--- src/rtl/butterfly_out_collector.sv ---
// rtl/butterfly_out_collector.sv - re-pairs per-lane real/imag engine outputs into complex rows behind a row FIFO (optional: BFLY_COLLECT_DROP_CNT_EN)
module butterfly_out_collector #(
    parameter int data_width              = 16,
    parameter int parallelism_per_control = 4,
    parameter int fifo_depth              = 16
) (
    input  logic                                         clk,
    input  logic                                         rst_n,
    input  logic                                         butterfly_start,
    input  logic [15:0]                                  length,
    input  logic [parallelism_per_control-1:0]           dn_serial_vld_A,
    input  logic [data_width*parallelism_per_control-1:0] dn_serial_dat_A,
    input  logic [parallelism_per_control-1:0]           dn_serial_vld_B,
    input  logic [data_width*parallelism_per_control-1:0] dn_serial_dat_B,
    output logic                                         out_vld,
    output logic [2*data_width*parallelism_per_control-1:0] out_dat,
    input  logic                                         out_rdy,
    output logic                                         frame_done,
    output logic                                         err_overrun,
    output logic                                         err_overflow,
    output logic [15:0]                                  err_drop_cnt
);
    localparam int P  = parallelism_per_control;
    localparam int DW = data_width;
    localparam int RW = 2 * DW * P;
    localparam int AW = $clog2(fifo_depth);
    localparam logic [AW:0] DEPTH_C = (AW + 1)'(fifo_depth);

    logic [P-1:0]          flag_a, flag_b;
    logic [P-1:0][DW-1:0]  hold_a, hold_b;
    logic                  row_done;
    logic                  overrun_hit;
    logic [RW-1:0]         row_packed;

    logic [RW-1:0]         mem [fifo_depth];
    logic [AW-1:0]         wr_ptr, rd_ptr;
    logic [AW:0]           count;
    logic                  fifo_full, pop, push_ok, drop;

    logic [15:0]           row_cnt, row_cnt_next, length_q;

    // A row completes when every real and imaginary slot holds data
    assign row_done    = (&flag_a) && (&flag_b);
    // A re-write counts as overrun only if the slot is not being freed on this edge
    assign overrun_hit = !row_done && ((|(dn_serial_vld_A & flag_a)) || (|(dn_serial_vld_B & flag_b)));

    // Pack held slots into the engine lane format: {imag, real} per lane
    always_comb begin
        row_packed = '0;
        for (int i = 0; i < P; i++) begin
            row_packed[2*DW*i +: 2*DW] = {hold_b[i], hold_a[i]};
        end
    end

    // Capture stage: a slot accepts data when empty or when the row is draining this edge
    always_ff @(posedge clk or negedge rst_n) begin
        if (!rst_n) begin
            flag_a <= '0;
            flag_b <= '0;
            hold_a <= '0;
            hold_b <= '0;
        end else if (butterfly_start) begin
            flag_a <= '0;
            flag_b <= '0;
        end else begin
            for (int i = 0; i < P; i++) begin
                if (dn_serial_vld_A[i] && (!flag_a[i] || row_done)) begin
                    hold_a[i] <= dn_serial_dat_A[DW*i +: DW];
                    flag_a[i] <= 1'b1;
                end else if (row_done) begin
                    flag_a[i] <= 1'b0;
                end
                if (dn_serial_vld_B[i] && (!flag_b[i] || row_done)) begin
                    hold_b[i] <= dn_serial_dat_B[DW*i +: DW];
                    flag_b[i] <= 1'b1;
                end else if (row_done) begin
                    flag_b[i] <= 1'b0;
                end
            end
        end
    end

    assign fifo_full = (count == DEPTH_C);
    assign out_vld   = (count != '0);
    assign pop       = out_vld && out_rdy;
    // A full FIFO still accepts a row when the head leaves on the same edge
    assign push_ok   = row_done && (!fifo_full || pop);
    assign drop      = row_done && fifo_full && !pop;
    assign out_dat   = out_vld ? mem[rd_ptr] : '0;

    // Row storage; contents are only observable through the occupancy-gated head
    always_ff @(posedge clk) begin
        if (push_ok && !butterfly_start) begin
            mem[wr_ptr] <= row_packed;
        end
    end

    // FIFO pointers and occupancy
    always_ff @(posedge clk or negedge rst_n) begin
        if (!rst_n) begin
            wr_ptr <= '0;
            rd_ptr <= '0;
            count  <= '0;
        end else if (butterfly_start) begin
            wr_ptr <= '0;
            rd_ptr <= '0;
            count  <= '0;
        end else begin
            if (push_ok) wr_ptr <= wr_ptr + 1'b1;
            if (pop)     rd_ptr <= rd_ptr + 1'b1;
            case ({push_ok, pop})
                2'b10:   count <= count + 1'b1;
                2'b01:   count <= count - 1'b1;
                default: count <= count;
            endcase
        end
    end

    assign row_cnt_next = row_cnt + 16'd1;

    // Frame accounting and sticky error flags; every completion counts, accepted or dropped
    always_ff @(posedge clk or negedge rst_n) begin
        if (!rst_n) begin
            row_cnt      <= '0;
            length_q     <= '0;
            frame_done   <= 1'b0;
            err_overrun  <= 1'b0;
            err_overflow <= 1'b0;
        end else if (butterfly_start) begin
            row_cnt      <= '0;
            length_q     <= length;
            frame_done   <= 1'b0;
            err_overrun  <= 1'b0;
            err_overflow <= 1'b0;
        end else begin
            frame_done <= 1'b0;
            if (row_done) begin
                if (length_q != '0 && row_cnt_next == length_q) begin
                    frame_done <= 1'b1;
                    row_cnt    <= '0;
                end else begin
                    row_cnt <= row_cnt_next;
                end
            end
            if (overrun_hit) err_overrun  <= 1'b1;
            if (drop)        err_overflow <= 1'b1;
        end
    end

`ifdef BFLY_COLLECT_DROP_CNT_EN
    // Saturating count of rows lost to a full FIFO
    always_ff @(posedge clk or negedge rst_n) begin
        if (!rst_n) begin
            err_drop_cnt <= '0;
        end else if (butterfly_start) begin
            err_drop_cnt <= '0;
        end else if (drop && err_drop_cnt != 16'hFFFF) begin
            err_drop_cnt <= err_drop_cnt + 16'd1;
        end
    end
`else
    assign err_drop_cnt = '0;
`endif

endmodule

--- config.mk ---
export PLATFORM = sky130hd
export DESIGN_NAME = butterfly_out_collector
export DESIGN_NICKNAME = d
export VERILOG_FILES = /design/src/rtl/butterfly_out_collector.sv
export SDC_FILE = /design/constraint.sdc
export NUM_CORES = 2
export LEC_CHECK = 0
export ABC_CLOCK_PERIOD_IN_PS = 28700
export CORE_ASPECT_RATIO = 0.5
export CORE_MARGIN = 4
export CORE_UTILIZATION = 25
export DETAILED_ROUTE_END_ITERATION = 10
export PLACE_DENSITY = 0.46
export SLEW_MARGIN = 20
export SYNTH_ARGS = -nofsm -noshare
export SYNTH_HDL_FRONTEND = slang
export SYNTH_SLANG_ARGS = --single-unit
--- constraint.sdc ---
create_clock -name clk -period 28.7 [get_ports clk]
set_clock_uncertainty 0.2 [all_clocks]
set_input_delay 4.305 -clock clk [delete_from_list [all_inputs] [get_ports clk]]
set_output_delay 4.305 -clock clk [all_outputs]
set_load 0.01 [all_outputs]
## Word level (Yosys, flattened, before mapping)

Memories as Yosys holds them, arrays and structs flattened.
Cells that the tools add are included.
W data, S select, Z words.

| word-level totals | value |
|---|---|
| memories kept | 1 |
| RAM bits | 2,048 |
| output and inout bits | 148 |
| word-level logic and storage cells | 133 |
| register bits | 184 |

Memory list:

| name | depth | bits a word | rd ports | clocked after memory_dff | write ports | RTL line | text |
|---|---|---|---|---|---|---|---|
| mem | 16 | 128 | 1 | 0 | 1 | 35 | `logic [RW-1:0] mem [fifo_depth];` |

| cells by class | value |
|---|---|
| bitwise gates (word level) | 3 |
| mux-type cells | 30 |
| eq/ne operators | 4 |
| add/sub/neg operators | 5 |
| reduce and logical (&&, ||, !) cells | 66 |

Operators with widths:

| cell | number |
|---|---|
| $mux W128 | 1 |
| $mux W16 | 3 |
| $reduce_bool A3 Y1 | 9 |
| $mux W4 | 6 |
| $mux W1 | 18 |
| $add A16 B1 Y16 const B | 1 |
| $eq A16 B16 Y1 | 1 |
| $logic_and A1 B1 Y1 | 16 |
| $reduce_and A2 Y1 | 8 |
| $reduce_bool A16 Y1 | 1 |
| $logic_not A1 Y1 | 12 |
| $logic_or A1 B1 Y1 | 10 |
| $pmux W5 S2 | 1 |
| $reduce_bool A2 Y1 | 5 |
| $add A4 B1 Y4 const B | 2 |
| $and A4 B4 Y4 | 2 |
| $reduce_and A4 Y1 | 2 |
| $reduce_or A4 Y1 | 2 |
| $add A5 B1 Y5 const B | 1 |
| $eq A5 B5 Y1 const B | 1 |
| $mux W5 | 1 |
| $reduce_bool A5 Y1 | 1 |
| $sub A5 B1 Y5 const B | 1 |
| $eq A2 B1 Y1 const B | 1 |
| 2 further kinds | 2 |

## Depth between registers and ports, before layout

| depth | value |
|---|---|
| word-level depth | 7 |
| gate-level depth with buffers | 11 |
| depth with buffers taken out | 10 |

## Least setup slack after synthesis

Ideal clock, no wire load.

| timing path | value |
|---|---|
| path type | input to register |
| from | input butterfly_start |
| to | memory mem[3][0] in the netlist's numbering, enable pin |
| path slack | 10,630 ps |
| stages | 4 |
| arrival time | 16,943 ps |
| cell sequence | clkbuf_1 > clkbuf_1 > nand2b_1 > nor4_1 |

| between the ends | value |
|---|---|
| longest elaborated chain between the ends | 4 |

RTL lines:

| item | RTL line | text |
|---|---|---|
| start: declaration | 9 | `input logic butterfly_start,` |
| $logic_not A1 Y1 | 93 | `if (push_ok && !butterfly_start) begin` |
| $logic_and A1 B1 Y1 | 93 |  |
| $mux W1 | 93 |  |
| $mux W1 (implied by the code) | 94 | `mem[wr_ptr] <= row_packed;` |
| end: declaration | 35 |  |

Every way passes these cells.

## Worst setup path in the final report

| timing path | value |
|---|---|
| from | register rd_ptr[0] |
| to | output out_dat[58] |

| between the ends | value |
|---|---|
| longest elaborated chain between the ends | 2 |

RTL lines:

| item | RTL line | text |
|---|---|---|
| start: declaration | 36 | `logic [AW-1:0] wr_ptr, rd_ptr;` |
| start signal: assignment | 110 | `if (pop) rd_ptr <= rd_ptr + 1'b1;` |
| $mem_v2 Z16 W128 | -- |  |
| $mux W128 | 89 | `assign out_dat = out_vld ? mem[rd_ptr] : '0;` |
| end: declaration | 16 | `output logic [2*data_width*parallelism_per_control-1:0] out_dat,` |

Every way passes these cells.

==> impl_metrics.py <==
metrics = {
    "run_status": {
        "outcome": "finished clean",
    },
    "timing": {
        "slew-limit-headroom": 0.276,
        "hold_viol": 0,
        "fmax_mhz": 85.9,
        "post-route-period-util": 0.406,
        "finalCriticalPeriod_ns": 11.64,
        "slew_viol_final": 0,
        "finalSetupViolCount": 0,
        "rsz0062_at_grt": "false",
        "max_slew.worst_pin.slew_ns": 1.09,
        "setup-tns-final_ns": 0,
    },
    "grt": {
        "grt_max_degree": 96,
        "grt.overflow.total": 0,
        "grt_pass1_vias": 42400,
        "antenna_found_initial": 25,
        "grt_pass1_wl_um": 324000,
        "grt.total_usage": 0.127,
    },
    "layout": {
        "syn_to_final_growth_pct": 18.4,
        "stdcell_area_um2": 102000,
        "drive_gt1_frac": 0.284,
        "final_nets": 4238,
    },
    "synthesis": {
        "synth.distinct_cells": 58,
        "synth_warnings": 0,
        "synth_edf_count": 2048,
        "synth_area_per_cell_um2": 23.4,
        "async_reset_ff_frac": 0.0824,
        "ys_seq_area_frac": 0.770,
        "synthMuxAreaShare": 0.188,
        "synth_compound_area_frac": 0.00554,
        "synth-seq-cells": 2232,
        "yosys_most_used_dff": "edfxtp_1",
        "synthSimpleGateAreaFrac": 0.0217,
        "synth-xor-area-share": 0.00295,
        "synthCells": 3666,
        "synth.cell_area_um2": 85800,
        "synthAdderAreaFrac": 0.00155,
        "synth_top_family_by_area": "multiplexers",
    },
    "die": {
        "die_y_um": 422,
        "io_pins": 304,
        "design.core.area_um2": 340000,
        "die_x_um": 836,
        "dieArea_um2": 353000,
        "num_rows": 151,
        "start_util": 0.252,
    },
    "clock_network": {
        "cts_setup_buffers": 0,
        "cts-root-buf": "clkbuf_16",
        "hold_buffers": 0,
        "path_clk_slew_ns": 0.06,
        "cts_tree": "built",
        "cts_buffers": 230,
        "cts_resized": 0,
        "clockBufferDepth": 4,
        "clock_sinks": 2232,
        "insertion_delay_ns": 0.87,
        "htreeDepth": 4,
    },
    "routing": {
        "wl_per_cell_um": 26.1,
        "postRouteAntennaNets": 0,
        "avgViaCountPerCell": 4.52,
        "post-route-drc-count": 0,
        "drt-initial-drc-count": 3421,
        "drt-total-wl_um": 229000,
        "vias": 39700,
        "firstDrtPassIters": 5,
    },
    "critical_path": {
        "cp-end-kind": "primary output",
        "start_kind": "flip-flop",
        "crit_required_ns": 24.19,
        "reg2reg_from": "flag_a[1]$_DFFE_PN0P_",
        "cp-startpoint": "rd_ptr[0]$_DFFE_PN0P_",
        "crit_type": "reg2out",
        "worst-path-max-fanout": 40,
        "r2r_slack_ns": 23.40,
        "arrival_ns": 7.14,
    },
    "power_and_ir_drop": {
        "power-per-cell-area_nw_per_um2": 67.8,
        "p_leak_nw": 30.7,
        "peakVddDrop_mv": 0.0457,
    },
    "placed_design": {
        "dpl.hpwl_um": 115000,
        "dpl_cell_area_um2": 94300,
        "gp_congestion": 0.760,
        "io_buffers": 287,
    },
    "worst_hold_path": {
        "holdCritStartpoint": "err_overrun$_DFFE_PN0P_",
        "hold_class": "reg2reg",
    },
    "job": {
        "drv_cap": 0,
    },
}
-- kinds of logic after synthesis --
logic type / count (synthesis)
AO/OA/AOI/OAI: 70
XOR/XNOR: 28
adder cells (fa/ha/maj): 10
buffers and inverters: 212
flip-flops: 2232
multiplexers: 790
other: 1
AND/OR/NAND/NOR: 323
-- cells in the mapped netlist, types with 3 or more instances --
cell       count  area share
o2111ai_1      3     0.00031
ha_1           9      0.0013
nor2b_1        3     0.00022
nand4_1       12     0.00087
a221o_1        8     0.00093
buf_1         41      0.0018
xnor2_1       14      0.0014
nand3b_1      13      0.0011
xor2_1        13      0.0013
edfxtp_1    2048        0.72
a22oi_1        6     0.00052
clkbuf_1     145      0.0063
nand2b_1       6     0.00044
a21oi_1       29      0.0017
nor3_1        17     0.00099
and2_1       140       0.010
dfrtp_1      184       0.054
buf_4         16      0.0014
nor2_1        51      0.0022
nor4_1         9     0.00066
a21o_1         6     0.00052
buf_2          6     0.00035
nor3b_1        3     0.00026
and4_1         5     0.00051
mux2i_1        5     0.00058
nand2_1       24      0.0011
and3_1         3     0.00022
or3_1          4     0.00029
inv_1          3     0.00013
mux4_2       640        0.17
mux2_2       145       0.019
or4_1          3     0.00026
nand3_1       21      0.0012
o21ai_0        5     0.00029
-- routing by layer --
metal | GRT usage | vias up | wire (µm)
met5 | 0 | - | 0
met4 | 0.0398 | 0 | 7040
met3 | 0.0154 | 377 | 8320
met2 | 0.226 | 967 | 119000
met1 | 0.161 | 22000 | 94400
li1 | - | 16300 | -
-- worst paths after layout --
path / end / cells after the start
min reg2reg: err_overrun$_DFFE_PN0P_ / 2
min in group asynchronous: row_cnt[4]$_DFFE_PN0P_ / 1
max: out_dat[58] / 9
max reg2reg: mem[14][84]$_DFFE_PP_ / 8
min: err_overrun$_DFFE_PN0P_ / 2
max in group asynchronous: hold_a[43]$_DFFE_PN0P_ / 3
-- report_power, final --
part	internal [mW]	switching (mW)
Clock	1.67	1.22
Sequential	3.72	0.151
Combinational	0.0672	0.0521
-- cell type report --
cell class	instances	area [µm²]
clock buffer	328	6470
tap	4513	5650
timing repair buffer	368	3600
inverter	3	11.3
clock inverter	89	779
sequential	2232	66100
multi-input combinational	1237	18900
antenna	7	17.5
fill	32700	239000
-- per-stage QoR --
stage	worst slack, ns	hold WS (ns)	power (mW)	utilization	cells
6_report	17.06	0.319	6.89	0.299	8777
2_1_floorplan	10.63	0.308	3.95	-	3681
5_1_grt	16.30	0.371	7.14	0.299	8776
4_1_cts	16.05	0.324	6.97	0.299	8769
3_3_place_gp	17.04	0.302	4.05	0.277	8352
3_5_place_dp	16.97	0.305	4.07	0.277	8352
-- layout by cell type, fill, tap and decap left out, types with 29 or more instances in the layout --
cell,instances
edfxtp_1,2048
mux4_2,640
clkdlybuf4s50_1,285
clkbuf_16,234
dfrtp_1,180
mux2_2,145
and2_1,128
buf_4,71
clkbuf_1,68
nor2_1,50
clkinv_2,34
clkinv_1,33
a21oi_1,29
-- flip-flops by register name (all words and copies together), names as in the netlist, 4 cells and up --
name and count:
flag_a 4, hold_b 64, flag_b 4, hold_a 64
length_q 16, count 5, row_cnt 16, wr_ptr 4
mem 2048, rd_ptr 4
-- critical path, stage by stage (launching register included) --
cell             delay, ns
dfrtp_4               0.64
buf_4                 0.72
buf_4                 0.77
buf_4                 0.73
buf_4                 0.78
buf_4                 0.69
mux4_2                0.60
mux4_2                0.50
and2_1                0.23
clkdlybuf4s50_1       0.52
Power figures use the tool's default switching activity.
